--- src/rtl/squares_mem_mover.sv ---
// squares_mem_mover: Avalon-MM master running FILL / COPY / SUM commands on a single-port RAM.
// Latency: FILL 1 cycle/word, COPY 2+READ_LATENCY, SUM 1+READ_LATENCY; done one cycle after the last access.
// Backpressure: none on the bus (no waitrequest); start is ignored while busy.
// Ports: clk/reset_n; command port start, op, src_addr, dst_addr, length, fill_data, fill_be;
//        status busy, done, sum; memory master address, byteenable, chipselect, write,
//        writedata, clken, readdata.
module squares_mem_mover #(
    parameter int ADDR_W       = 8,
    parameter int DATA_W       = 32,
    parameter int READ_LATENCY = 1
) (
    input  logic                  clk,
    input  logic                  reset_n,
    input  logic                  start,
    input  logic [1:0]            op,
    input  logic [ADDR_W-1:0]     src_addr,
    input  logic [ADDR_W-1:0]     dst_addr,
    input  logic [ADDR_W:0]       length,
    input  logic [DATA_W-1:0]     fill_data,
    input  logic [DATA_W/8-1:0]   fill_be,
    output logic                  busy,
    output logic                  done,
    output logic [DATA_W-1:0]     sum,
    output logic [ADDR_W-1:0]     address,
    output logic [DATA_W/8-1:0]   byteenable,
    output logic                  chipselect,
    output logic                  write,
    output logic [DATA_W-1:0]     writedata,
    output logic                  clken,
    input  logic [DATA_W-1:0]     readdata
);

    localparam int BE_W  = DATA_W / 8;
    localparam int LAT_W = (READ_LATENCY > 1) ? $clog2(READ_LATENCY) : 1;

    localparam logic [1:0] OP_FILL = 2'b00;
    localparam logic [1:0] OP_COPY = 2'b01;
    localparam logic [1:0] OP_SUM  = 2'b10;
    localparam logic [1:0] OP_RSV  = 2'b11;

    localparam logic [BE_W-1:0]   BE_ALL   = '1;
    localparam logic [ADDR_W:0]   LEN_MAX  = {1'b1, {ADDR_W{1'b0}}};
    localparam logic [ADDR_W:0]   LEN_ONE  = (ADDR_W+1)'(1);
    localparam logic [LAT_W-1:0]  LAT_LAST = LAT_W'(READ_LATENCY - 1);

    typedef enum logic [2:0] {
        IDLE,
        FILL_WR,
        RD,
        LAT,
        WR,
        FIN
    } state_t;

    state_t             state;
    logic [1:0]         op_r;
    logic [ADDR_W-1:0]  src_r;
    logic [ADDR_W-1:0]  dst_r;
    logic [ADDR_W-1:0]  last_idx;   // index of the final word (length-1 after clamping)
    logic [ADDR_W-1:0]  idx;        // current word index i
    logic [LAT_W-1:0]   lat_cnt;
    logic [DATA_W-1:0]  acc;

    logic [ADDR_W:0]    len_eff;
    logic [ADDR_W-1:0]  idx_nx;
    logic [DATA_W-1:0]  acc_nx;
    logic               last_word;

    // Counts above the memory size collapse to one full pass over the RAM.
    assign len_eff   = (length > LEN_MAX) ? LEN_MAX : length;
    assign idx_nx    = idx + ADDR_W'(1);
    assign acc_nx    = acc + readdata;
    assign last_word = (idx == last_idx);
    assign clken     = 1'b1;

    // Bus outputs are registered together with the state, so the values driven
    // in a cycle are the ones belonging to the state occupied in that cycle.
    always_ff @(posedge clk or negedge reset_n) begin
        if (!reset_n) begin
            state      <= IDLE;
            op_r       <= 2'b00;
            src_r      <= '0;
            dst_r      <= '0;
            last_idx   <= '0;
            idx        <= '0;
            lat_cnt    <= '0;
            acc        <= '0;
            busy       <= 1'b0;
            done       <= 1'b0;
            sum        <= '0;
            address    <= '0;
            byteenable <= '0;
            chipselect <= 1'b0;
            write      <= 1'b0;
            writedata  <= '0;
        end else begin
            done <= 1'b0;
            case (state)
                IDLE: begin
                    chipselect <= 1'b0;
                    write      <= 1'b0;
                    if (start) begin
                        op_r     <= op;
                        src_r    <= src_addr;
                        dst_r    <= dst_addr;
                        last_idx <= ADDR_W'(len_eff - LEN_ONE);
                        idx      <= '0;
                        acc      <= '0;
                        busy     <= 1'b1;
                        if (len_eff == '0 || op == OP_RSV) begin
                            state <= FIN;
                            done  <= 1'b1;
                            // An empty SUM still completes and reports the cleared accumulator.
                            if (op == OP_SUM) begin
                                sum <= '0;
                            end
                        end else if (op == OP_FILL) begin
                            state      <= FILL_WR;
                            chipselect <= 1'b1;
                            write      <= 1'b1;
                            address    <= dst_addr;
                            writedata  <= fill_data;
                            byteenable <= fill_be;
                        end else begin
                            state      <= RD;
                            chipselect <= 1'b1;
                            write      <= 1'b0;
                            address    <= src_addr;
                            byteenable <= BE_ALL;
                        end
                    end
                end

                FILL_WR: begin
                    if (last_word) begin
                        state      <= FIN;
                        done       <= 1'b1;
                        chipselect <= 1'b0;
                        write      <= 1'b0;
                    end else begin
                        idx     <= idx_nx;
                        address <= dst_r + idx_nx;
                    end
                end

                RD: begin
                    state      <= LAT;
                    chipselect <= 1'b0;
                    write      <= 1'b0;
                    lat_cnt    <= '0;
                end

                LAT: begin
                    if (lat_cnt == LAT_LAST) begin
                        if (op_r == OP_COPY) begin
                            // writedata doubles as the capture buffer for the word in flight.
                            state      <= WR;
                            chipselect <= 1'b1;
                            write      <= 1'b1;
                            address    <= dst_r + idx;
                            writedata  <= readdata;
                            byteenable <= BE_ALL;
                        end else begin
                            acc <= acc_nx;
                            if (last_word) begin
                                state <= FIN;
                                done  <= 1'b1;
                                sum   <= acc_nx;
                            end else begin
                                idx        <= idx_nx;
                                state      <= RD;
                                chipselect <= 1'b1;
                                write      <= 1'b0;
                                address    <= src_r + idx_nx;
                                byteenable <= BE_ALL;
                            end
                        end
                    end else begin
                        lat_cnt <= lat_cnt + LAT_W'(1);
                    end
                end

                WR: begin
                    if (last_word) begin
                        state      <= FIN;
                        done       <= 1'b1;
                        chipselect <= 1'b0;
                        write      <= 1'b0;
                    end else begin
                        idx        <= idx_nx;
                        state      <= RD;
                        chipselect <= 1'b1;
                        write      <= 1'b0;
                        address    <= src_r + idx_nx;
                        byteenable <= BE_ALL;
                    end
                end

                FIN: begin
                    busy       <= 1'b0;
                    chipselect <= 1'b0;
                    write      <= 1'b0;
                    state      <= IDLE;
                end

                default: begin
                    state      <= IDLE;
                    busy       <= 1'b0;
                    chipselect <= 1'b0;
                    write      <= 1'b0;
                end
            endcase
        end
    end

endmodule

--- config.mk ---
export PLATFORM = sky130hd
export DESIGN_NAME = squares_mem_mover
export DESIGN_NICKNAME = d
export VERILOG_FILES = /design/src/rtl/squares_mem_mover.sv
export SDC_FILE = /design/constraint.sdc
export NUM_CORES = 1
export LEC_CHECK = 0
export BUFFER_PORTS_ARGS = -buffer_cell sky130_fd_sc_hd__buf_2
export CAP_MARGIN = 10
export CELL_PAD_IN_SITES_DETAIL_PLACEMENT = 1
export CELL_PAD_IN_SITES_GLOBAL_PLACEMENT = 2
export CORE_MARGIN = 5
export CORE_UTILIZATION = 34
export DETAILED_ROUTE_END_ITERATION = 10
export PLACE_DENSITY_LB_ADDON = 0.1
export SYNTH_ARGS = -nofsm -noshare
export SYNTH_HDL_FRONTEND = slang
export SYNTH_SLANG_ARGS = --single-unit
--- constraint.sdc ---
create_clock -name clk -period 3.3 [get_ports clk]
set_clock_uncertainty 0.05 [all_clocks]
set_input_delay 0.66 -clock clk [delete_from_list [all_inputs] [get_ports clk]]
set_output_delay 0.66 -clock clk [all_outputs]
set_load 0.05 [all_outputs]
Yosys cells after proc, flatten, opt, wreduce, memory -nomap -nowiden --
Index checks and enable logic that the tools add are counted.
Word-level totals: output and inout port bits 81, bits in registers 150, bits of input ports 98, word-level logic and storage cells 137
Operators by class: order comparisons 1, equal/unequal tests 20, bitwise gates (word level) 1, reduce and logical (&&, ||, !) cells 21, add/subtract/negate cells 7, multiplexer cells 71
Operators with widths (count):
- 2-to-1 mux 32 bit | 14
- case mux 32 bit (2 select lines) | 3
- 2-to-1 mux 8 bit | 11
- adder 32 bit | 1
- case mux 8 bit (4 select lines) | 1
- adder 8 bit | 3
- 2-to-1 mux 4 bit | 6
- case mux 8 bit (3 select lines) | 1
- != test 2 bit, second input constant | 11
- 2-to-1 mux 1 bit | 20
- 2-to-1 mux 3 bit | 6
- case mux 3 bit (5 select lines) | 1
- case mux 4 bit (3 select lines) | 1
- AND reduction 4 bit | 3
- greater-than comparator 9 bit, second input constant | 1
- zero test 9 bit | 1
- 2-to-1 mux 9 bit | 1
- adder 8 x 1 -> 8 bit, second input constant | 1
- equality test 8 bit | 1
- subtractor 8 x 1 -> 8 bit, second input constant | 1
- AND reduction 7 bit | 1
- equality test 3 x 2 -> 1 bit, second input constant | 2
- case mux 1 bit (3 select lines) | 2
- AND reduction 3 bit | 2
- other kinds (21) | 26

Logic depth before layout (Yosys ltp) --
word-level depth 7, depth in mapped cells 12, depth with buffers taken out 12

Worst setup path after synthesis --
OpenSTA, ideal clock, no wires.
path type input-to-reg, from in readdata[0], to reg acc[28], stages on the path 10, setup slack 0.124 ns, setup time 0.122 ns, arrival 3.005 ns, data required time 3.128 ns, cell sequence ha_1 > fa_1 > a211oi_2 > o21ai_0 > o211ai_1 > a31o_4 > a2111oi_4 > o311a_2 > or3_1 > a32o_1
Between the ends: longest elaborated chain between the ends 4
Ends and longest elaborated chain:
- start, declared | RTL line 30 | input logic [DATA_W-1:0] readdata
- adder 32 bit | RTL line 72 | assign acc_nx = acc + readdata;
- 2-to-1 mux 32 bit | RTL line 155 | if (op_r == OP_COPY) begin
- 2-to-1 mux 32 bit | RTL line 154 | if (lat_cnt == LAT_LAST) begin
- case mux 32 bit (2 select lines) | RTL line 98 | case (state)
- end signal, assigned | RTL line 164 | acc <= acc_nx;
- end, declared | RTL line 62 | logic [DATA_W-1:0] acc;
Every way passes these cells. The select of a mux whose other input is x is not followed. A chain may end at the register's enable or synchronous reset.

Worst setup path after layout --
from reg acc[0], to reg acc[28]
Between the ends: longest elaborated chain between the ends 4
Ends and longest elaborated chain (RTL line):
- adder 32 bit | 72
- 2-to-1 mux 32 bit | 155
- 2-to-1 mux 32 bit | 154
- case mux 32 bit (2 select lines) | 98
Every way passes these cells. The select of a mux whose other input is x is not followed.

==> results summary <==
The die span in y came out at between 150 and 200 µm. The first-pass iteration count of the detailed router came out at 4. The launching element type of the critical path is a flop. The cell accounting for the most synthesized area is sky130_fd_sc_hd__dfrtp_1.

The transition at the pin with the smallest max-transition slack came out at 0.883 ns. The clock latency on the worst-skew pair is 0.43 ns. The portion of total power attributed to sequential cells came out at 0.276. The overall routing resource usage is 0.199. The setup-violating endpoint count in the final report is 0. The fraction of synthesized cell area taken by the top area cell type is 0.407.

In the final routed layout, each cell accounts on average for roughly 19 µm. The slowest stage of the critical path is the sky130_fd_sc_hd__fa_1 cell. The residual DRC count came out at 0. Entering global routing, the biggest net connects 65 pins. The die width came out at 174 µm. The post-layout utilization of the core came out at 0.421. The data required time at the worst endpoint came out at approximately 3.6 ns. The number of clock sinks came out at about 150. The starting density of the core came out at 0.343. Internal power comes to 0.00552 W. Ranked by total cell area, the synthesized netlist is headed by sky130_fd_sc_hd__dfrtp_1, sky130_fd_sc_hd__nand2_1, sky130_fd_sc_hd__ha_1. The via count came out at between 8000 and 9000. The tree is rooted in a sky130_fd_sc_hd__clkbuf_16. Summed over all cells, the static leakage comes to 5.44 nW. The register area share after synthesis is 0.407. The worst setup path is captured at a flop. The clock network fraction of design power is 0.191.

The netlist uses 76 different library cells. The maximum clock insertion buffer count is 2. The end of the worst register-to-register path is acc[28].

The critical path's largest stage delay came out at 0.43 ns. The period utilization is 0.947. TritonCTS built the clock tree.

STA puts the critical path data arrival time at 3.39 ns. The most frequently used flop master after synthesis is sky130_fd_sc_hd__dfrtp_1. The async set-or-reset flop fraction in the synthesized netlist came out at 1.00. The antenna diode count is 0. The cell count after synthesis is 1041. The total of warnings raised by yosys came out at 0. The number of slew-limit violations in the final report came out at 0. The cts-stage hold buffer count came out at 0. The power per cell area came out at 955 mW/mm². The number of nets at the end of the flow is 1394.

The clock buffer count from CTS is 17. The number of port buffers came out at 177. The flow ran to the end, and the final reports show no timing, DRC or antenna violations.

The number of maximum-capacitance constraint violations is 0. The critical path is of the reg -> reg type. The area of all placed cells without fillers is 0.0112 mm². The global-route congestion overflow total is 0. In this run the critical register-to-register path is launched from acc[0]. After clock tree synthesis, the setup repair step added 0 buffers. The instance count after placement with tap cells included came out at about 1600.

The number of routed nets with antenna violations came out at 0. The post-synthesis sequential element count is 149. The standard cell core area is 0.0267 mm². Counting instances in the post-synthesis netlist gives the leading cell types as sky130_fd_sc_hd__nand2_1, sky130_fd_sc_hd__dfrtp_1, sky130_fd_sc_hd__nor2_1, sky130_fd_sc_hd__o21ai_0, sky130_fd_sc_hd__ha_1. Synthesis produced a netlist with a net count of 1199. The switching component of the power came out at 0.00522 W. The worst hold slack is 0.157 ns.

The final standard cell count with taps included and fillers excluded came out at 1589. The headroom to the max-slew limit is 0.407. In the final layout, the share of cells above drive strength 1 is 0.232.

Row generation in the floorplan step produced 60 rows. The final weighted congestion in routability-driven placement came out at 0.840. The half-perimeter wire length after detailed placement came out at between 20000 and 25000 µm.

The critical path goes through ha_1, fa_1, a211oi_2, o21ai_0, o211ai_1, a31o_4, a2111oi_4, o311a_2, or3_1, a32o_1. The worst setup slack for register-to-register paths is around 0.17 ns. The final layout contains routed wiring with a total length of 30300 µm. In this run the count of I/O pins placed on the die edge is 179. The post-synthesis instance area is 0.00917 mm². The vias per cell is 5.24.

The switching power share of the total is 0.486. The mean post-synth cell area is 8.81 µm². The initial antenna violation count came out at 0. The standard cell area after detailed placement is 0.0106 mm².

Setup repair after global routing left no endpoint under its margin. The global-route wire length before repair is between 40000 and 50000 µm. The total of cells resized after clock tree synthesis is 0. The number of hold violations in the final report is 0.

The path class of the tightest hold or removal check is in -> async. The area growth from synthesis to layout is 22.6%. The dominant cell by count in the synthesized netlist is sky130_fd_sc_hd__nand2_1.

The overall power consumption came out at 0.0107 W. The post-CTS clock slew at the launch and capture registers of the worst setup and hold paths is 0.07 ns. After the first detailed-routing iteration, the DRC count stood at 404. The highest clock rate is 320 MHz. The share of total power dissipated in combinational logic is 0.532. Subtracting the final worst setup slack from the clock period gives approximately 3.1 ns. Along the worst path, the maximum fanout reaches 2.

The via count of the first global-routing pass was 8927. The number of cells on the worst reg-to-reg path came out at 10. The count of flip-flops with a built-in enable after synthesis is 0.

The H-tree generated during clock tree synthesis spans 4 levels. The full die area came out at around 0.030 mm². The peak ir drop on the vdd network came out at 0.000380 V. Counting the fill cells in the layout gives 3184.
==> layout by cell type, fill, tap and decap left out, types with 5 or more instances in the layout <==
| cell | synthesis | layout |
|---|---|---|
| sky130_fd_sc_hd__nor3_1 | 9 | 9 |
| sky130_fd_sc_hd__or3_1 | 7 | 7 |
| sky130_fd_sc_hd__buf_2 | 7 | 176 |
| sky130_fd_sc_hd__nand2_1 | 233 | 233 |
| sky130_fd_sc_hd__a21o_1 | 17 | 17 |
| sky130_fd_sc_hd__nand4_1 | 7 | 7 |
| sky130_fd_sc_hd__ha_1 | 56 | 56 |
| sky130_fd_sc_hd__inv_1 | 27 | 27 |
| sky130_fd_sc_hd__or2_2 | 6 | 6 |
| sky130_fd_sc_hd__o31ai_1 | 35 | 35 |
| sky130_fd_sc_hd__a21boi_0 | 5 | 5 |
| sky130_fd_sc_hd__inv_6 | 0 | 5 |
| sky130_fd_sc_hd__nand2b_1 | 5 | 5 |
| sky130_fd_sc_hd__nor2_1 | 71 | 69 |
| sky130_fd_sc_hd__o21ai_0 | 66 | 66 |
| sky130_fd_sc_hd__o22a_1 | 6 | 6 |
| sky130_fd_sc_hd__mux2_2 | 7 | 7 |
| sky130_fd_sc_hd__buf_4 | 1 | 45 |
| sky130_fd_sc_hd__o21bai_1 | 8 | 8 |
| sky130_fd_sc_hd__xnor2_1 | 41 | 41 |
| sky130_fd_sc_hd__xor2_1 | 14 | 14 |
| sky130_fd_sc_hd__a31oi_1 | 42 | 42 |
| sky130_fd_sc_hd__a21oi_1 | 54 | 54 |
| sky130_fd_sc_hd__dfrtp_1 | 149 | 149 |
| sky130_fd_sc_hd__o22ai_1 | 8 | 7 |
| sky130_fd_sc_hd__o21a_1 | 7 | 7 |
| sky130_fd_sc_hd__clkbuf_16 | 0 | 17 |
| sky130_fd_sc_hd__nand3_1 | 18 | 18 |
| sky130_fd_sc_hd__a22o_1 | 8 | 8 |
| sky130_fd_sc_hd__a211oi_1 | 6 | 6 |
==> cell type report <==
type / instances / area, µm² / area share
well taps: 341 / 427 / 0.0380
clock buffers: 17 / 425 / 0.0379
clock inverters: 14 / 175 / 0.0156
multi-input cells: 817 / 5110 / 0.455
flip-flops and latches: 149 / 3730 / 0.332
repair buffers: 224 / 1270 / 0.113
inverters: 27 / 101 / 0.00902
==> per-layer routing <==
| layer | vias up | part of all wire | wire length (µm) | global-route usage |
|---|---|---|---|---|
| met5 | - | 0 | 0 | 0 |
| met4 | 0 | 0.024 | 720 | 0.0624 |
| met3 | 41 | 0.036 | 1100 | 0.0365 |
| met2 | 166 | 0.50 | 15200 | 0.349 |
| met1 | 4044 | 0.44 | 13300 | 0.248 |
| li1 | 4080 | - | - | - |
==> metrics by stage <==
step / worst slack (ns) / TNS [ns]
floorplan: 0.124 / 0
global placement: -0.167 / -0.373
detailed placement: -0.218 / -0.538
global route: 0.0391 / 0
CTS: 0.175 / 0
finish: 0.175 / 0
==> how the worst max path moves through the flow <==
stage / startpoint / end / slack (ns) / depth (start not counted)
2_1_floorplan: readdata[0] / acc[28] / 0.12 / 10
5_1_grt: acc[0] / acc[28] / 0.04 / 10
6_report: acc[0] / acc[28] / 0.17 / 10
3_5_place_dp: readdata[0] / sum[28] / -0.22 / 11
4_1_cts: acc[0] / acc[28] / 0.17 / 10
3_3_place_gp: readdata[0] / acc[28] / -0.17 / 11
==> worst max-delay path: cells and delay by family, from the launching register on <==
family / cells / cell delay, ns
fa+ha+maj: 2 / 0.64
flops: 1 / 0.38
compound gates: 7 / 1.55
simple gates: 1 / 0.39
==> logic make-up (layout without fill, tap and decap cells) <==
family	count (synthesis)	after routing	share of synthesized area
flops	149	149	0.407
compound gates	305	305	0.222
xor+xnor	56	56	0.0551
other cells	1	1	0.000409
mux	11	11	0.0130
buf+inv	75	282	0.0390
fa+ha+maj	60	60	0.0852
simple gates	384	384	0.179
==> power by group through the flow <==
stage                     clock network [W]  registers (W)  logic [W]
after global routing                0.00218        0.00306    0.00625
after detailed placement                  0        0.00301    0.00577
after floorplan                           0        0.00427    0.00278
after global placement                    0        0.00298    0.00569
final                               0.00205        0.00297    0.00572
after CTS                           0.00210        0.00298    0.00580
==> flip-flops by register name, indices dropped and copies added, names as in the netlist <==
| register | count |
|---|---|
| write | 1 |
| chipselect | 1 |
| op_r | 2 |
| writedata | 32 |
| dst_r | 8 |
| acc | 32 |
| idx | 8 |
| sum | 32 |
| byteenable | 4 |
| src_r | 8 |
| state | 3 |
| last_idx | 8 |
| busy | 1 |
| address | 8 |
| done | 1 |
(Power assumes the default switching activity.)
